<file path="src/rtl/bmd_mwr_scheduler.sv">
// Round-robin DMA job scheduler: splits per-channel memory-write jobs into
// MWr descriptors bounded by max payload size and 4 KB address boundaries.
module bmd_mwr_scheduler #(
    parameter int NUM_CH = 4,
    parameter int ADDR_W = 64,
    parameter int LEN_W  = 16
) (
    input  logic                     clk,
    input  logic                     rst,
    input  logic [NUM_CH-1:0]        ch_req_i,
    input  logic [NUM_CH*ADDR_W-1:0] ch_addr_i,
    input  logic [NUM_CH*LEN_W-1:0]  ch_len_i,
    output logic [NUM_CH-1:0]        ch_ack_o,
    output logic [NUM_CH-1:0]        ch_done_o,
    input  logic [2:0]               cfg_prg_max_payload_size,
    input  logic                     cfg_bus_mstr_enable,
    input  logic                     cfg_to_turnoff_n,
    output logic                     cfg_turnoff_ok_n,
    output logic                     desc_valid_o,
    input  logic                     desc_ready_i,
    output logic [ADDR_W-1:0]        desc_addr_o,
    output logic [10:0]              desc_len_o,
    output logic [2:0]               desc_ch_o,
    output logic                     desc_last_o,
    output logic                     busy_o
);

    typedef enum logic [2:0] {
        S_IDLE,
        S_LOAD,
        S_CALC,
        S_ISSUE,
        S_DONE
    } state_t;

    localparam int CW = (LEN_W > 11) ? LEN_W : 11;

    state_t              state_q, state_d;
    logic [2:0]          grant_q, grant_d;
    logic [2:0]          rr_ptr_q, rr_ptr_d;
    logic [ADDR_W-1:0]   addr_q, addr_d;
    logic [LEN_W-1:0]    rem_q, rem_d;
    logic [ADDR_W-1:0]   desc_addr_q, desc_addr_d;
    logic [10:0]         desc_len_q, desc_len_d;
    logic [2:0]          desc_ch_q, desc_ch_d;
    logic                desc_last_q, desc_last_d;
    logic                pending_q, pending_d;
    logic                ok_n_q, ok_n_d;

    logic                found_hi, found_lo;
    logic [2:0]          sel_hi, sel_lo, grant_sel;
    logic [ADDR_W-1:0]   load_addr;
    logic [LEN_W-1:0]    load_len;
    logic [2:0]          mps_clamp;
    logic [10:0]         mps_dw, bnd_dw, chunk;
    logic [CW-1:0]       rem_ext, chunk_ext;
    logic                chunk_is_last;
    logic [ADDR_W-1:0]   addr_next;
    logic [LEN_W-1:0]    rem_next;

    // Round-robin: first requester at or above the pointer, else wrap to the lowest.
    always_comb begin
        found_hi = 1'b0;
        found_lo = 1'b0;
        sel_hi   = '0;
        sel_lo   = '0;
        for (int j = 0; j < NUM_CH; j++) begin
            if (!found_hi && ch_req_i[j] && (3'(j) >= rr_ptr_q)) begin
                found_hi = 1'b1;
                sel_hi   = 3'(j);
            end
            if (!found_lo && ch_req_i[j]) begin
                found_lo = 1'b1;
                sel_lo   = 3'(j);
            end
        end
        grant_sel = found_hi ? sel_hi : sel_lo;
    end

    always_comb begin
        load_addr = '0;
        load_len  = '0;
        for (int j = 0; j < NUM_CH; j++) begin
            if (grant_q == 3'(j)) begin
                load_addr = ch_addr_i[j*ADDR_W +: ADDR_W];
                load_len  = ch_len_i[j*LEN_W +: LEN_W];
            end
        end
    end

    // Chunk = min(remaining, payload limit, DWs left before the next 4 KB line).
    always_comb begin
        mps_clamp = (cfg_prg_max_payload_size > 3'd5) ? 3'd5 : cfg_prg_max_payload_size;
        mps_dw    = 11'd32 << mps_clamp;
        bnd_dw    = 11'd1024 - {1'b0, addr_q[11:2]};
        rem_ext   = CW'(rem_q);
        chunk_ext = rem_ext;
        if (CW'(mps_dw) < chunk_ext) begin
            chunk_ext = CW'(mps_dw);
        end
        if (CW'(bnd_dw) < chunk_ext) begin
            chunk_ext = CW'(bnd_dw);
        end
        chunk         = chunk_ext[10:0];
        chunk_is_last = (chunk_ext == rem_ext);
        addr_next     = addr_q + ADDR_W'({desc_len_q, 2'b00});
        rem_next      = LEN_W'(rem_ext - CW'(desc_len_q));
    end

    always_comb begin
        state_d     = state_q;
        grant_d     = grant_q;
        rr_ptr_d    = rr_ptr_q;
        addr_d      = addr_q;
        rem_d       = rem_q;
        desc_addr_d = desc_addr_q;
        desc_len_d  = desc_len_q;
        desc_ch_d   = desc_ch_q;
        desc_last_d = desc_last_q;
        pending_d   = !cfg_to_turnoff_n;
        ok_n_d      = !(!cfg_to_turnoff_n && (state_q == S_IDLE));

        case (state_q)
            S_IDLE: begin
                if ((|ch_req_i) && cfg_bus_mstr_enable && !pending_q && cfg_to_turnoff_n) begin
                    grant_d  = grant_sel;
                    rr_ptr_d = (int'(grant_sel) == NUM_CH - 1) ? 3'd0 : grant_sel + 3'd1;
                    state_d  = S_LOAD;
                end
            end
            S_LOAD: begin
                addr_d  = load_addr & ~ADDR_W'(3);
                rem_d   = load_len;
                state_d = (load_len == '0) ? S_DONE : S_CALC;
            end
            S_CALC: begin
                desc_addr_d = addr_q;
                desc_len_d  = chunk;
                desc_last_d = chunk_is_last;
                desc_ch_d   = grant_q;
                state_d     = S_ISSUE;
            end
            S_ISSUE: begin
                if (desc_ready_i) begin
                    addr_d  = addr_next;
                    rem_d   = rem_next;
                    state_d = (rem_next == '0) ? S_DONE : S_CALC;
                end
            end
            S_DONE: begin
                state_d = S_IDLE;
            end
            default: begin
                state_d = S_IDLE;
            end
        endcase
    end

    always_ff @(posedge clk or posedge rst) begin
        if (rst) begin
            state_q     <= S_IDLE;
            grant_q     <= '0;
            rr_ptr_q    <= '0;
            addr_q      <= '0;
            rem_q       <= '0;
            desc_addr_q <= '0;
            desc_len_q  <= '0;
            desc_ch_q   <= '0;
            desc_last_q <= 1'b0;
            pending_q   <= 1'b0;
            ok_n_q      <= 1'b1;
        end else begin
            state_q     <= state_d;
            grant_q     <= grant_d;
            rr_ptr_q    <= rr_ptr_d;
            addr_q      <= addr_d;
            rem_q       <= rem_d;
            desc_addr_q <= desc_addr_d;
            desc_len_q  <= desc_len_d;
            desc_ch_q   <= desc_ch_d;
            desc_last_q <= desc_last_d;
            pending_q   <= pending_d;
            ok_n_q      <= ok_n_d;
        end
    end

    always_comb begin
        ch_ack_o  = '0;
        ch_done_o = '0;
        for (int j = 0; j < NUM_CH; j++) begin
            if (grant_q == 3'(j)) begin
                ch_ack_o[j]  = (state_q == S_LOAD);
                ch_done_o[j] = (state_q == S_DONE);
            end
        end
    end

    assign desc_valid_o     = (state_q == S_ISSUE);
    assign desc_addr_o      = desc_addr_q;
    assign desc_len_o       = desc_len_q;
    assign desc_ch_o        = desc_ch_q;
    assign desc_last_o      = desc_last_q;
    assign busy_o           = (state_q != S_IDLE);
    assign cfg_turnoff_ok_n = ok_n_q;

endmodule
</file>
<file path="config.mk">
export PLATFORM = sky130hd
export DESIGN_NAME = bmd_mwr_scheduler
export DESIGN_NICKNAME = d
export VERILOG_FILES = /design/src/rtl/bmd_mwr_scheduler.sv
export SDC_FILE = /design/constraint.sdc
export NUM_CORES = 1
export LEC_CHECK = 0
export ABC_AREA = 0
export BUFFER_PORTS_ARGS = -buffer_cell sky130_fd_sc_hd__buf_2
export CAP_MARGIN = 20
export CORE_MARGIN = 5
export CORE_UTILIZATION = 41
export CTS_CLUSTER_SIZE = 10
export DETAILED_ROUTE_END_ITERATION = 12
export GPL_TIMING_DRIVEN = 1
export MAX_ROUTING_LAYER = met4
export PLACE_DENSITY = 0.75
export SLEW_MARGIN = 20
export SYNTH_ARGS = -nofsm -noshare
export SYNTH_HDL_FRONTEND = slang
export SYNTH_SLANG_ARGS = --single-unit
</file>
<file path="constraint.sdc">
create_clock -name clk -period 4.6 [get_ports clk]
set_clock_uncertainty 0.2 [all_clocks]
set_input_delay 0.23 -clock clk [delete_from_list [all_inputs] [get_ports clk]]
set_output_delay 0.23 -clock clk [all_outputs]
set_load 0.005 [all_outputs]
</file>
==> results of run 1 <==
## worst reg2reg max path: cells and delay by family (launching register included)
| kind | cells | cell delay, ns |
|---|---|---|
| buffers and inverters | 2 | 0.35 |
| and+or+nand+nor | 4 | 1.02 |
| AOI/OAI and AO/OA | 10 | 1.77 |
| muxes | 1 | 0.27 |
| DFF | 1 | 0.39 |
| adders and majority gates | 1 | 0.28 |
## final timing paths
path	endpoint	slack, ns	cells after the start
worst max-delay path	desc_last_o	0.25	18
worst min-delay path	grant_q[1]	0.03	3
worst max register to register	desc_last_o	0.25	18
worst min register to register	desc_addr_o[10]	0.27	2
max in group asynchronous	grant_q[1]	2.76	4
min in group asynchronous	desc_addr_o[20]	0.16	3
## power breakdown
part | switching, mW | internal (mW)
Sequential | 0.605 | 1.92
Combinational | 2.36 | 1.93
Clock | 0.718 | 0.732
## kinds of logic after synthesis
logic type / share of synthesized area [%]
compound gates: 17.3
simple gates: 21.4
xor+xnor: 2.25
flops: 34.9
buf+inv: 4.10
mux: 16.0
other cells: 0.0321
fa+ha+maj: 4.09
## per-stage QoR
stage	total power [mW]	worst slack, ns	utilization (%)
floorplan	5.29	0.000112	-
global placement	6.68	0.282	51.1
detailed placement	6.76	0.218	51.1
CTS	8.24	0.204	53.3
global route	8.89	0.00370	53.4
finish	8.27	0.246	53.4
## flip-flops by register name, summed over array words and instances (netlist names)
name,cells
addr_q,62
cfg_turnoff_ok_n,1
desc_addr_o,62
desc_ch_o,2
desc_last_o,1
desc_len_o,11
grant_q,2
pending_q,1
rem_ext,16
rr_ptr_q,2
state_q,3
## area by class of cell
type / count / area, um2
Antenna cell: 3 / 7.51
Clock buffer: 18 / 429
Clock inverter: 14 / 155
Fill cell: 2596 / 13100
Inverter: 36 / 139
Multi-Input combinational cell: 1031 / 7190
Sequential cell: 163 / 4090
Tap cell: 378 / 473
Timing Repair Buffer: 460 / 2460
## synthesized netlist by cell type (9+ instances only)
library cell,count,area [um2]
o21ai_0,66,330
mux2i_1,10,100
and2_1,12,75.1
a21o_1,12,90.1
a311oi_1,12,105
xnor2_1,19,166
a21oi_1,78,390
o211ai_1,12,90.1
mux4_2,78,1760
nand3_1,33,165
clkbuf_1,61,229
nor3_1,33,165
buf_1,17,63.8
inv_1,35,131
nor2_1,103,387
a211oi_1,22,165
a31oi_1,13,81.3
o21a_1,12,90.1
nor2b_1,9,56.3
nand2_1,288,1080
nand4_1,14,87.6
nor4_1,14,87.6
xor2_1,11,96.3
and3_1,11,68.8
dfrtp_1,162,4050
o22ai_1,26,163
ha_1,35,438
## repair_timing
| item | 4_1_cts | 5_1_grt |
|---|---|---|
| hold buffers | 3 | 0 |
| gates resized for setup | 0 | 7 |
| buffers inserted | 0 | 0 |
| setup endpoints to repair | 0 | 5 |
| endpoints found under the hold margin | 20 | 0 |
## metal layers
metal	vias up	global-route usage [%]	wire length [um]
li1	5608	-	-
met1	5824	37.4	18700
met2	653	41.1	20200
met3	77	3.99	3740
met4	0	8.76	1170
met5	-	-	0
==> impl_metrics.ini, run 1 <==
[drt]
via_per_inst = 5.78
drt.antenna.violating_nets = 0
post_drt_wl_per_cell_um = 20.8
routed_wl_um = 43800
vias = 12200
drt-initial-drc-count = 1241
drt_pre_antenna_iters = 5
post-route-drc-count = 0

[floorplan]
core_area_mm2 = 0.0280
die_height_um = 179
floorplan.initialDensity_pct = 41.8
die_area_mm2 = 0.0320
io-pin-count = 422
core.rowCount = 61
fp.dieW_um = 179

[yosys]
ys_dominant_reg_cell = dfrtp_1
synthDistinctLibCells = 81
ys_ff_latch = 163
synth_edf_count = 0
yosysWarningCount = 0
synth.yosys.seq_area_share_pct = 34.9
synthesis.area_per_instance_um2 = 8.91
ys_async_sr_fraction_pct = 100
synth.cell_area_mm2 = 0.0117
postSynthCellCount = 1313

[timing]
slew_violations = 0
fin_setup_tns_ns = 0
finalHoldWorstSlack_ns = 0.0301
maxClockFrequency_ghz = 0.230
worst_slew_pin_slew_ns = 0.945
tightest_slew_margin_relative_to_the_limit_pct = 36.8
tcrit_tclk_final_pct = 94.6
final_hold_viol_count = 0
finalSetupViolCount = 0
post-route-min-period_ns = 4.35
grt_setup_unrepaired = false

[cells_and_area]
post-route-cell-area_mm2 = 0.0149
layout-drive-gt1-share_pct = 34.7
mostFrequentLayoutCell = buf_2
areaGrowthSynthToFinish_pct = 27.8
layout.cells.non_filler = 2103
mostFrequentLayoutCells = buf_2, nand2_1, dfrtp_1
fin_nets = 2078

[clock_tree]
worstSkewPairLatency_ns = 0.43
cts_tree = built
cts.root.buffer_cell = clkbuf_16
clk_transition_reported_paths_ns = 0.07
clkSinkCount = 163
cts_buffer_depth = 2
cts-htree-levels = 4
cts_inserted_buffers = 17

[setup_path]
worst-endpoint-arrival_ns = 4.50
worst-endpoint-required_ns = 4.74
cpPeakStageDelay_ns = 0.57
timing.setup.critical_path_class = register to register
timing.critical_path.from = rem_ext[11]
critical-path-slowest-cell = or4_4
worst_path_dominant_cell_family = compound AO/OA/AOI/OAI gates
path_max_fanout = 15
startpoint_type = register
critPathBufInv = 2
crit_chain = or4_4 -> nor3_1 -> o211ai_1 -> o21bai_1 -> nand2_1 -> buf_6 -> mux2i_1 -> ha_1 -> nand4_1 -> a211oi_1 -> buf_4 -> o32ai_4 -> a31oi_1 -> o21a_1 -> a2111oi_1 -> o21a_1 -> o311ai_0 -> o21ai_0
timing.critical_path.to_type = register
regToRegStartpoint = rem_ext[11]
path_common_cell = o21a_1

[placed_design]
globalplace.congestion = 0.929
dp.cells = 2065
placedInstanceArea_mm2 = 0.0143
detailed_placement_wirelength_estimate_um = 34300
buffer_ports.inserted = 410

[min_path]
holdCritStartpoint = ch_req_i[3]
hold_path_class = input port to register

[grt]
grt_util_all_layers_pct = 27.0
grt_start_max_net_pins = 86
vias_in_the_first_global_route = 11900
antenna_found_initial = 3
grt-ovfl-total = 0
grt_pass1_wl_um = 65200

[power_and_ir_drop]
peakVddDrop_mv = 0.241
p_leak_nw = 6.98
powerDensity_mw_per_mm2 = 553

[job]
cap_viol_max_count = 0

[status]
outcome = complete, no violations
No activity file was read; power rests on OpenSTA's default activity.
==> run 2: changes to the inputs <==
--- a/config.mk
+++ b/config.mk
@@ -5,7 +5,8 @@
 export SDC_FILE = /design/constraint.sdc
 export NUM_CORES = 1
 export LEC_CHECK = 0
-export ABC_AREA = 0
+export ABC_AREA = 1
+export ABC_CLOCK_PERIOD_IN_PS = 4600
 export BUFFER_PORTS_ARGS = -buffer_cell sky130_fd_sc_hd__buf_2
 export CAP_MARGIN = 20
 export CORE_MARGIN = 5
@@ -14,7 +15,7 @@
 export DETAILED_ROUTE_END_ITERATION = 12
 export GPL_TIMING_DRIVEN = 1
 export MAX_ROUTING_LAYER = met4
-export PLACE_DENSITY = 0.75
+export PLACE_DENSITY = 0.74
 export SLEW_MARGIN = 20
 export SYNTH_ARGS = -nofsm -noshare
 export SYNTH_HDL_FRONTEND = slang
==> impl_metrics.ini, run 2 <==
[timing]
finalHoldWorstSlack_ns = 0.00691
fin_ws_ns = 0.687
tcrit_tclk_final_pct = 85.1
worst_slew_pin_slew_ns = 1.10
slew_violations = 0
maxClockFrequency_ghz = 0.256
grt_setup_unrepaired = false
finalSetupViolCount = 0
fin_setup_tns_ns = 0
post-route-min-period_ns = 3.91
final_hold_viol_count = 0
tightest_slew_margin_relative_to_the_limit_pct = 26.4

[drt]
routed_wl_um = 51500
vias = 14800
drt.antenna.violating_nets = 0
drt_pre_antenna_iters = 6
post-route-drc-count = 0
post_drt_wl_per_cell_um = 19.5
drt-initial-drc-count = 1492
via_per_inst = 5.60

[setup_path]
crit_reg_reg_endpoint = desc_last_o
worst_r2r_path_depth = 20
reg2reg_setup_slack_ns = 0.69
worst-endpoint-arrival_ns = 4.09
path_max_fanout = 19
startpoint_type = register
regToRegStartpoint = rem_ext[10]
timing.critical_path.from = rem_ext[10]
timing.setup.critical_path_class = register to register
timing.critical_path.to_type = register
worst-endpoint-required_ns = 4.77

[power_and_ir_drop]
p_leak_nw = 7.93
peakVddDrop_mv = 0.460
power_mw = 12.1
powerDensity_mw_per_mm2 = 771

[job]
cap_viol_max_count = 0

[floorplan]
core.rowCount = 64
die_area_mm2 = 0.0341
core_area_mm2 = 0.0303
floorplan.initialDensity_pct = 41.2
io-pin-count = 422
die_height_um = 185
fp.dieW_um = 185

[yosys]
fraction_of_post_synthesis_cell_area_in_the_top_cell_type_by_area_pct = 32.4
netlist.top_cell.by_area = dfrtp_1
synth_top_cells_by_area = dfrtp_1, nand2_1, nand3_1
synth_fa_ha_area_share_pct = 3.82
area_share_of_xor_xnor_cells_in_the_synthesized_design_pct = 2.80
synthesis.area_per_instance_um2 = 6.72
ys_dominant_reg_cell = dfrtp_1
synth_top_family_by_area = simple AND/OR/NAND/NOR gates
ys_async_sr_fraction_pct = 100
ys_ff_latch = 163
postSynthCellCount = 1860
synth-compound-area-share_pct = 18.7
yosysWarningCount = 0
synth_edf_count = 0
most_common_cell_in_the_synthesized_netlist = nand2_1
synth.yosys.seq_area_share_pct = 32.6
synth.top_cells.by_count = nand2_1, inv_1, nand3_1
synth_mux_area_share_pct = 0.0901
synthDistinctLibCells = 53
synth.cell_area_mm2 = 0.0125
synth_simple_gate_area_share_pct = 33.0

[placed_design]
placement_setup_slack_ns = 0.670
globalplace.congestion = 0.986
buffer_ports.inserted = 410
detailed_placement_wirelength_estimate_um = 39500

[cells_and_area]
mostFrequentLayoutCells = nand2_1, buf_2, inv_1
fin_nets = 2606
areaGrowthSynthToFinish_pct = 26.0
layout-drive-gt1-share_pct = 23.2
finish.utilization_pct = 51.9
mostFrequentLayoutCell = nand2_1
final.fill_count = 3048

[clock_tree]
clk_transition_reported_paths_ns = 0.07
cts_buffer_depth = 2
cts_tree = built
cts_resized = 0
cts-htree-levels = 4
cts.root.buffer_cell = clkbuf_16
cts_hold_buf = 20
worstSkewPairLatency_ns = 0.44
clkSinkCount = 163
cts_inserted_buffers = 17
cts_post_setup_buffers_inserted = 0

[min_path]
holdCritStartpoint = ch_addr_i[182]
hold_path_class = input port to register
min_delay_worst_endpoint = addr_q[54]
hold-path-cell-count = 5

[grt]
grt_start_max_net_pins = 164
antenna_found_initial = 2
grt_util_all_layers_pct = 29.6
grt-ovfl-total = 0
grt_pass1_wl_um = 77300
vias_in_the_first_global_route = 13700

[status]
outcome = complete, no violations
## run 2: changes by cell type after synthesis, sizes merged, moves of 18 or more
| cell | before | now |
|---|---|---|
| o211ai | 12 | 30 |
| nand3 | 33 | 170 |
| xor2 | 11 | 33 |
| nand2 | 289 | 491 |
| o22ai | 26 | 4 |
| a21oi | 78 | 112 |
| a211oi | 22 | 3 |
| o21ai | 66 | 178 |
| a22oi | 4 | 27 |
| mux4 | 78 | 0 |
| inv | 36 | 194 |
| nor2 | 103 | 143 |
| nand4 | 15 | 61 |
## run 2: stage by stage
stage                     instances  instance area [um2]
after floorplan                1862                12500
after global placement         2594                14900
after detailed placement       2594                14900
after CTS                      2646                15800
after global routing           2648                15800
final                          2648                15800
## run 2: layout make-up
cell class,instances,area [um2],area share [%]
well taps,396,495,3.14
clock inverters,14,195,1.24
flip-flops and latches,163,4080,25.9
inverters,194,732,4.65
clock buffers,18,429,2.72
multi-input cells,1409,7360,46.7
diodes,2,5.00,0.0318
repair buffers,452,2450,15.6
## run 2: cells by family (layout without fill, tap and decap cells)
logic type	count (synthesis)	in the layout
adder cells (fa/ha/maj)	37	37
multiplexers	1	1
XOR/XNOR	40	40
AO/OA/AOI/OAI	404	404
buffers and inverters	290	678
AND/OR/NAND/NOR	924	924
flip-flops	163	163
other	1	5
## run 2: how the worst max path moves through the flow
| stage | endpoint | slack [ns] | depth (start not counted) |
|---|---|---|---|
| global route | desc_last_o | 0.41 | 21 |
| global placement | desc_last_o | 0.69 | 22 |
| CTS | desc_last_o | 0.74 | 20 |
| finish | desc_last_o | 0.69 | 20 |
| floorplan | desc_last_o | 0.81 | 25 |
| detailed placement | desc_last_o | 0.67 | 22 |
## run 2: critical path, stage by stage, from the launching register on
cell and delay (ns):
dfrtp_1 0.45, inv_1 0.12, ha_1 0.32, nand2_1 0.07
inv_1 0.04, o21bai_1 0.20, nand3_4 0.22, o21ai_0 0.46
ha_1 0.33, nand2_1 0.08, inv_1 0.05, a221oi_1 0.31
buf_4 0.21, nand2_4 0.13, nand2_1 0.14, nand3_1 0.08
nand2_1 0.07, nand2_1 0.05, nor2_1 0.18, nand3_1 0.09
nand2_1 0.06
## run 2: routing by layer
metal / vias up / part of all wire [%] / global-route usage [%]
met1: 7018 / 44 / 42.6
li1: 7034 / - / -
met5: - / 0 / -
met2: 698 / 46 / 45.3
met4: 0 / 1.9 / 6.78
met3: 69 / 7.5 / 3.22
## run 2: power breakdown
group          switching (mW)  internal (mW)  leakage [nW]
clock                   0.683          0.876         0.306
combinational            5.14           2.59          5.71
sequential              0.683           2.18          1.92
total                    6.50           5.64          7.93
